`config.mk`:
```
export PLATFORM = sky130hd
export DESIGN_NAME = alu_arbiter
export DESIGN_NICKNAME = d
export VERILOG_FILES = /design/src/rtl/alu_arbiter.sv
export SDC_FILE = /design/constraint.sdc
export NUM_CORES = 1
export LEC_CHECK = 0
export ABC_AREA = 1
export CAP_MARGIN = 20
export CORE_AREA = 4 4 113 115
export DETAILED_ROUTE_END_ITERATION = 6
export DIE_AREA = 0 0 117 119
export PLACE_DENSITY = 0.84
export SYNTH_ARGS = -nofsm -noshare
export SYNTH_HDL_FRONTEND = slang
export SYNTH_SLANG_ARGS = --single-unit
```
`constraint.sdc`:
```
create_clock -name clk -period 3.6 [get_ports clk]
set_input_delay 0.72 -clock clk [delete_from_list [all_inputs] [get_ports clk]]
set_output_delay 0.72 -clock clk [all_outputs]
set_load 0.02 [all_outputs]
```
`src/rtl/alu_arbiter.sv`:
```
// Round-robin arbiter sharing one combinational ALU between two requesters.
// Operands are registered toward the ALU and each result returns tagged with its requester id.
module alu_arbiter #(
    parameter int WIDTH = 32
) (
    input  logic             clk,
    input  logic             rst_n,
    input  logic             req0_valid,
    output logic             req0_ready,
    input  logic [WIDTH-1:0] req0_a,
    input  logic [WIDTH-1:0] req0_b,
    input  logic [3:0]       req0_ctr,
    input  logic             req1_valid,
    output logic             req1_ready,
    input  logic [WIDTH-1:0] req1_a,
    input  logic [WIDTH-1:0] req1_b,
    input  logic [3:0]       req1_ctr,
    output logic [WIDTH-1:0] alu_in1,
    output logic [WIDTH-1:0] alu_in2,
    output logic [3:0]       alu_ctr,
    input  logic [WIDTH-1:0] alu_res,
    input  logic             alu_zero,
    output logic             rsp_valid,
    input  logic             rsp_ready,
    output logic             rsp_id,
    output logic [WIDTH-1:0] rsp_result,
    output logic             rsp_zero,
    output logic             rsp_err,
    output logic             busy
);

    typedef enum logic [1:0] {
        IDLE = 2'd0,
        EXEC = 2'd1,
        RESP = 2'd2
    } state_t;

    state_t           state_q, state_d;
    logic             last_grant_q;
    logic [WIDTH-1:0] alu_in1_q, alu_in2_q;
    logic [3:0]       alu_ctr_q;
    logic             rsp_id_q, rsp_zero_q, rsp_err_q;
    logic [WIDTH-1:0] rsp_result_q;

    logic             grant_id;
    logic             accept;
    logic             sel_legal;
    logic [WIDTH-1:0] sel_a, sel_b;
    logic [3:0]       sel_ctr;

    // On a tie the requester that did not win last time is chosen.
    always_comb begin
        if (req0_valid && req1_valid) begin
            grant_id = ~last_grant_q;
        end else begin
            grant_id = req1_valid && !req0_valid;
        end
        accept  = (state_q == IDLE) && (req0_valid || req1_valid);
        sel_a   = grant_id ? req1_a   : req0_a;
        sel_b   = grant_id ? req1_b   : req0_b;
        sel_ctr = grant_id ? req1_ctr : req0_ctr;
        case (sel_ctr)
            4'd0, 4'd1, 4'd2, 4'd6, 4'd7: sel_legal = 1'b1;
            default:                      sel_legal = 1'b0;
        endcase
    end

    always_ff @(posedge clk) begin
        if (!rst_n) begin
            state_q <= IDLE;
        end else begin
            state_q <= state_d;
        end
    end

    always_comb begin
        state_d = state_q;
        case (state_q)
            IDLE:    if (accept) state_d = sel_legal ? EXEC : RESP;
            EXEC:    state_d = RESP;
            RESP:    if (rsp_ready) state_d = IDLE;
            default: state_d = IDLE;
        endcase
    end

    always_comb begin
        req0_ready = (state_q == IDLE) && req0_valid && !grant_id;
        req1_ready = (state_q == IDLE) && req1_valid &&  grant_id;
        rsp_valid  = (state_q == RESP);
        busy       = (state_q != IDLE);
    end

    always_ff @(posedge clk) begin
        if (!rst_n) begin
            last_grant_q <= 1'b1;
            alu_in1_q    <= '0;
            alu_in2_q    <= '0;
            alu_ctr_q    <= '0;
            rsp_id_q     <= 1'b0;
            rsp_result_q <= '0;
            rsp_zero_q   <= 1'b0;
            rsp_err_q    <= 1'b0;
        end else begin
            if (accept) begin
                last_grant_q <= grant_id;
                rsp_id_q     <= grant_id;
                if (sel_legal) begin
                    alu_in1_q <= sel_a;
                    alu_in2_q <= sel_b;
                    alu_ctr_q <= sel_ctr;
                end else begin
                    // Illegal codes never reach the ALU; answer with an error directly.
                    rsp_result_q <= '0;
                    rsp_zero_q   <= 1'b0;
                    rsp_err_q    <= 1'b1;
                end
            end
            if (state_q == EXEC) begin
                rsp_result_q <= alu_res;
                rsp_zero_q   <= alu_zero;
                rsp_err_q    <= 1'b0;
            end
        end
    end

    assign alu_in1    = alu_in1_q;
    assign alu_in2    = alu_in2_q;
    assign alu_ctr    = alu_ctr_q;
    assign rsp_id     = rsp_id_q;
    assign rsp_result = rsp_result_q;
    assign rsp_zero   = rsp_zero_q;
    assign rsp_err    = rsp_err_q;

endmodule
```
### Word level (Yosys, flattened, before mapping)

Cells that the tools add are included.

| cells by class | value |
|---|---|
| equal/unequal tests | 9 |
| muxes and demuxes | 15 |
| bitwise logic cells | 3 |
| reduce and logical (&&, ||, !) cells | 20 |

Operators with widths:

| operator | number |
|---|---|
| $mux 32 | 5 |
| $eq 4x3->1 const B | 2 |
| $reduce_and 2->1 | 4 |
| $logic_and 1x1->1 | 7 |
| $mux 2 | 3 |
| $pmux 2 s3 | 1 |
| $mux 1 | 5 |
| $reduce_or 5->1 | 1 |
| $eq 4x1->1 const B | 1 |
| $eq 4x2->1 const B | 1 |
| $logic_not 4->1 | 1 |
| $mux 4 | 1 |
| $ne 2x1->1 const B | 2 |
| $reduce_bool 2->1 | 2 |
| $not 1->1 | 3 |
| $eq 2x1->1 const B | 1 |
| $eq 2x2->1 const B | 1 |
| $logic_not 1->1 | 2 |
| $logic_not 2->1 | 1 |
| $ne 2x2->1 const B | 1 |
| $reduce_or 2->1 | 1 |
| $logic_or 1x1->1 | 1 |

| word-level totals | value |
|---|---|
| register bits | 106 |
| input bits | 174 |
| output and inout port bits | 107 |
| logic and storage cells | 56 |

### Logic depth before layout (Yosys ltp)

| depth | value |
|---|---|
| depth in word-level cells | 10 |
| gate-level depth with buffers | 12 |
| depth with buffers taken out | 10 |

### Worst setup path after synthesis

Ideal clock, no wire load.

| path | value |
|---|---|
| kind | input -> output |
| start | input port req0_valid |
| end | output port req0_ready |
| arrival time | 1.438 ns |
| required time | 2.880 ns |
| path slack | 1.442 ns |
| stages | 5 |
| path buffers | 1 |
| cells stage by stage | nand2_2 > nand2_2 > inv_2 > clkbuf_1 > nor2_1 |

| on the way | value |
|---|---|
| cells in the longest elaborated chain, start to end | 5 |
| elaborated cells between the ends (all ways) | 7 |
| those cells by class | mux: 1; reduce/logical: 6 |

RTL lines:

| element | RTL line | source |
|---|---|---|
| start: declaration | 8 | `input logic req0_valid,` |
| $logic_not 1->1 | 56 | `grant_id = req1_valid && !req0_valid;` |
| $logic_and 1x1->1 | 56 |  |
| $mux 1 | 53 | `if (req0_valid && req1_valid) begin` |
| $logic_not 1->1 | 87 | `req0_ready = (state_q == IDLE) && req0_valid && !grant_id;` |
| $logic_and 1x1->1 (*) | 87 |  |
| end: declaration | 9 | `output logic req0_ready,` |

Mark *: on every way between the ends. The rest lies on a longest branch, timed or not.

### Worst setup path after layout

Same ends and word-level chain as after synthesis.

==> metrics.md <==
| Metric | Value |
|---|---|
| Outcome | complete, no violations |
| Setup TNS | 0 ns |
| Switching Share | 0.278 |
| DIE WIDTH | around 120 µm |
| GRT Total Usage | 0.219 |
| Synth top area cells | dfxtp_1, nand2_1, a21oi_1, nand3_1, clkbuf_1 |
| Leakage | 3.10 nW |
| Initial core utilization | 0.389 |
| Nets | around 1100 |
| Routed Antenna Nets | 0 |
| Crit end category | primary output |
| WP data arrival | around 2.4 ns |
| Layout Skew | about 0.0084 ns |
| Core area | between 10000 and 15000 µm² |
| Antenna fix cells | 0 |
| Cell Int Power | roughly 2.3 mW |
| Post-synth net total | roughly 870 |
| Setup violators final | 0 |
| DRC Markers | 0 |
| Mapped cell area | about 4600 µm² |
| Top-area cell type share of the netlist area | 0.462 |
| Reg2reg setup slack | around 1.5 ns |
| Critical Path Source Type | primary input |
| CTS resizes | 0 |
| Dominant cell type by area after synthesis | dfxtp_1 |
| Max Fclk | 325 MHz |
| Clock power share | 0.345 |
| Maxcap violations | 0 |
| CP Max Fanout | 11 |
| Height of the die | 119 µm |
| Combinational power share | 0.260 |
| Pins Over Slew Limit | 0 |
| Pwr/cell area | about 420 nW/µm² |
| Crit path kind | in2out |
| Share of layout cells above drive strength 1 | 0.0325 |
| Root buf cell | clkbuf_16 |
| Adder-cell share of the synthesized area | 0 |
| Seq pwr share | 0.395 |
| Filler cells | roughly 1000 |
| Sw Pwr | roughly 0.90 mW |
| Hold buffer count at CTS | 0 |
| Final WL | 15700 µm |
| DR pass1 iterations | 4 |
| Syn. warnings | 0 |
| Maximum VDD drop | between 200 and 250 µV |
| First-pass GRT wire length | ~24000 µm |
| Cells after synthesis | 699 |
| Multi-input gate area | 2200 µm² |
| Vias | around 5300 |
| Post-synthesis mux area share | 0 |
| I/O Pins | about 280 |
| Worst-skew pair later-pin latency | between 0.3 and 0.4 ns |
| Initial antenna violation count | 0 |
| Cells after DPL | around 1100 |
| Hpwl dp | around 12000 µm |
| Vias per Instance | roughly 4.8 |
| Register area | approximately 2100 µm² |
| Synth Area in XOR/XNOR | 0 |
| Rows | 40 |
| H-tree depth | 3 |
| Post-route cell area | 7800 µm² |
| Syn avg cell area | 6.57 µm² |
| RSZ-0062 raised after global routing | false |
| CTS Buffer Depth | 2 |
| Clk sinks | 106 |
| Largest family of logic cells by synthesized area | simple AND/OR/NAND/NOR gates |
| Cell variety after synth | 20 |
| Least-Margin Pin Slew | around 0.92 ns |
| FF-to-FF path depth | 6 |
| Hold path depth | 2 |
| Clock Pin Slew Worst Setup and Hold Paths | about 0.070 ns |
| Seq/Total Area, Yosys | 0.462 |
| Final hold vios | 0 |
| Compound-Gate Fraction of Synth Area | 0.115 |
| Number of global-route vias before repair | 5002 |
| Critical Path RT | roughly 2.9 ns |
| Tmin final | 3.08 ns |
| Routed WL per cell | 14.3 µm |
| Slew headroom | 0.380 |
| Final worst-path cycle share | 0.855 |
| Drt first-iter violations | ~350 |
| Placed Area | about 7500 µm² |
| Area Growth Syn to Fin | 69.8% |
| Die area | between 10000 and 15000 µm² |
| Total grt overflow | 0 |
| FF+latch count, synth | 106 |
| Clock buffer count from CTS | 9 |
| Post-Layout Cell Count | approximately 1100 |
| Hold crit path type | reg2reg |
| Routability cong. | approximately 0.8 |
| TritonCTS clock tree | yes |
| Post-CTS Setup Bufs | 0 |
| Largest net degree at the start of global routing | 65 |
| Simple-gate portion of the synthesized area | 0.362 |
| Number of I/O port buffers | 280 |
[cell families after synthesis]
group,count (synthesis)
flops,106
compound gates,105
buf+inv,63
simple gates,425
[power groups by stage]
stage               Sequential (mW)  Clock (mW)  Combinational [mW]
floorplan                      1.40           0               0.330
global placement               1.31           0               0.844
detailed placement             1.31           0               0.851
CTS                            1.29        1.14               0.854
global route                   1.29        1.19               0.923
finish                         1.29        1.12               0.846
[cells in the final DEF, fill, tap and decap left out]
cell / instances
a31oi_1: 1
nand3b_1: 1
clkinvlp_4: 1
nand3_1: 40
a21oi_1: 102
clkbuf_8: 1
clkinv_1: 1
bufinv_16: 3
nand2_1: 375
inv_1: 10
dfxtp_1: 106
buf_4: 7
buf_12: 2
nand4_4: 1
clkdlybuf4s50_1: 280
clkinv_2: 2
o21ai_0: 1
nand2_2: 2
inv_2: 3
clkbuf_16: 9
o21ai_1: 1
nor3_1: 1
nor2_1: 5
[cell usage after synthesis]
| library cell | count |
|---|---|
| a21oi_1 | 102 |
| nand2_1 | 375 |
| buf_2 | 9 |
| nor2_1 | 5 |
| nand3_1 | 40 |
| clkbuf_1 | 30 |
| a31oi_1 | 1 |
| o21ai_1 | 1 |
| clkinv_1 | 1 |
| nand4_2 | 1 |
| buf_4 | 1 |
| buf_6 | 4 |
| buf_1 | 4 |
| nand2_2 | 2 |
| o21ai_0 | 1 |
| dfxtp_1 | 106 |
| inv_1 | 10 |
| nor3_1 | 1 |
| nand3b_1 | 1 |
| inv_2 | 4 |
[per-layer routing]
metal  global-route usage  up-vias  share of wire
li1                     -     2702              -
met1                0.243     2316           0.38
met2                0.369      214           0.49
met3               0.0828       36          0.099
met4               0.0946        0          0.032
met5                    0        -              0
[stage by stage]
stage	power [mW]	util	setup slack (ns)	hold WS, ns
after floorplan	1.73	-	1.44	0.463
after global placement	2.15	0.631	0.561	0.450
after detailed placement	2.16	0.631	0.526	0.452
after CTS	3.28	0.660	0.521	0.463
after global routing	3.41	0.660	0.428	0.479
final	3.25	0.660	0.522	0.460
[worst max-delay path: stages]
cell             delay [ns]
clkdlybuf4s50_1        0.54
nand2_2                0.11
nand2_2                0.18
inv_2                  0.11
nor2_1                 0.09
clkdlybuf4s50_1        0.60
[path summary, 6_finish.rpt]
path,startpoint,endpoint
max,req0_valid,req0_ready
min,alu_ctr[3],alu_ctr[3]
max reg2reg,state_q[1],rsp_result[24]
min reg2reg,alu_ctr[3],alu_ctr[3]
[registers in the layout, summed over array words and instances (netlist names)]
name and count:
rsp_err 1, state_q 2, alu_ctr 4, alu_in2 32, rsp_id 1, alu_in1 32
rsp_result 32, rsp_zero 1, last_grant_q 1
[final cells by class]
class / instances / share of cell area
inverters: 15 / 0.00738
clock inverters: 5 / 0.0132
well taps: 147 / 0.0236
multi-input cells: 530 / 0.282
repair buffers: 289 / 0.371
clock buffers: 10 / 0.0306
flip-flops and latches: 106 / 0.272
No activity file was read; power rests on OpenSTA's default activity.
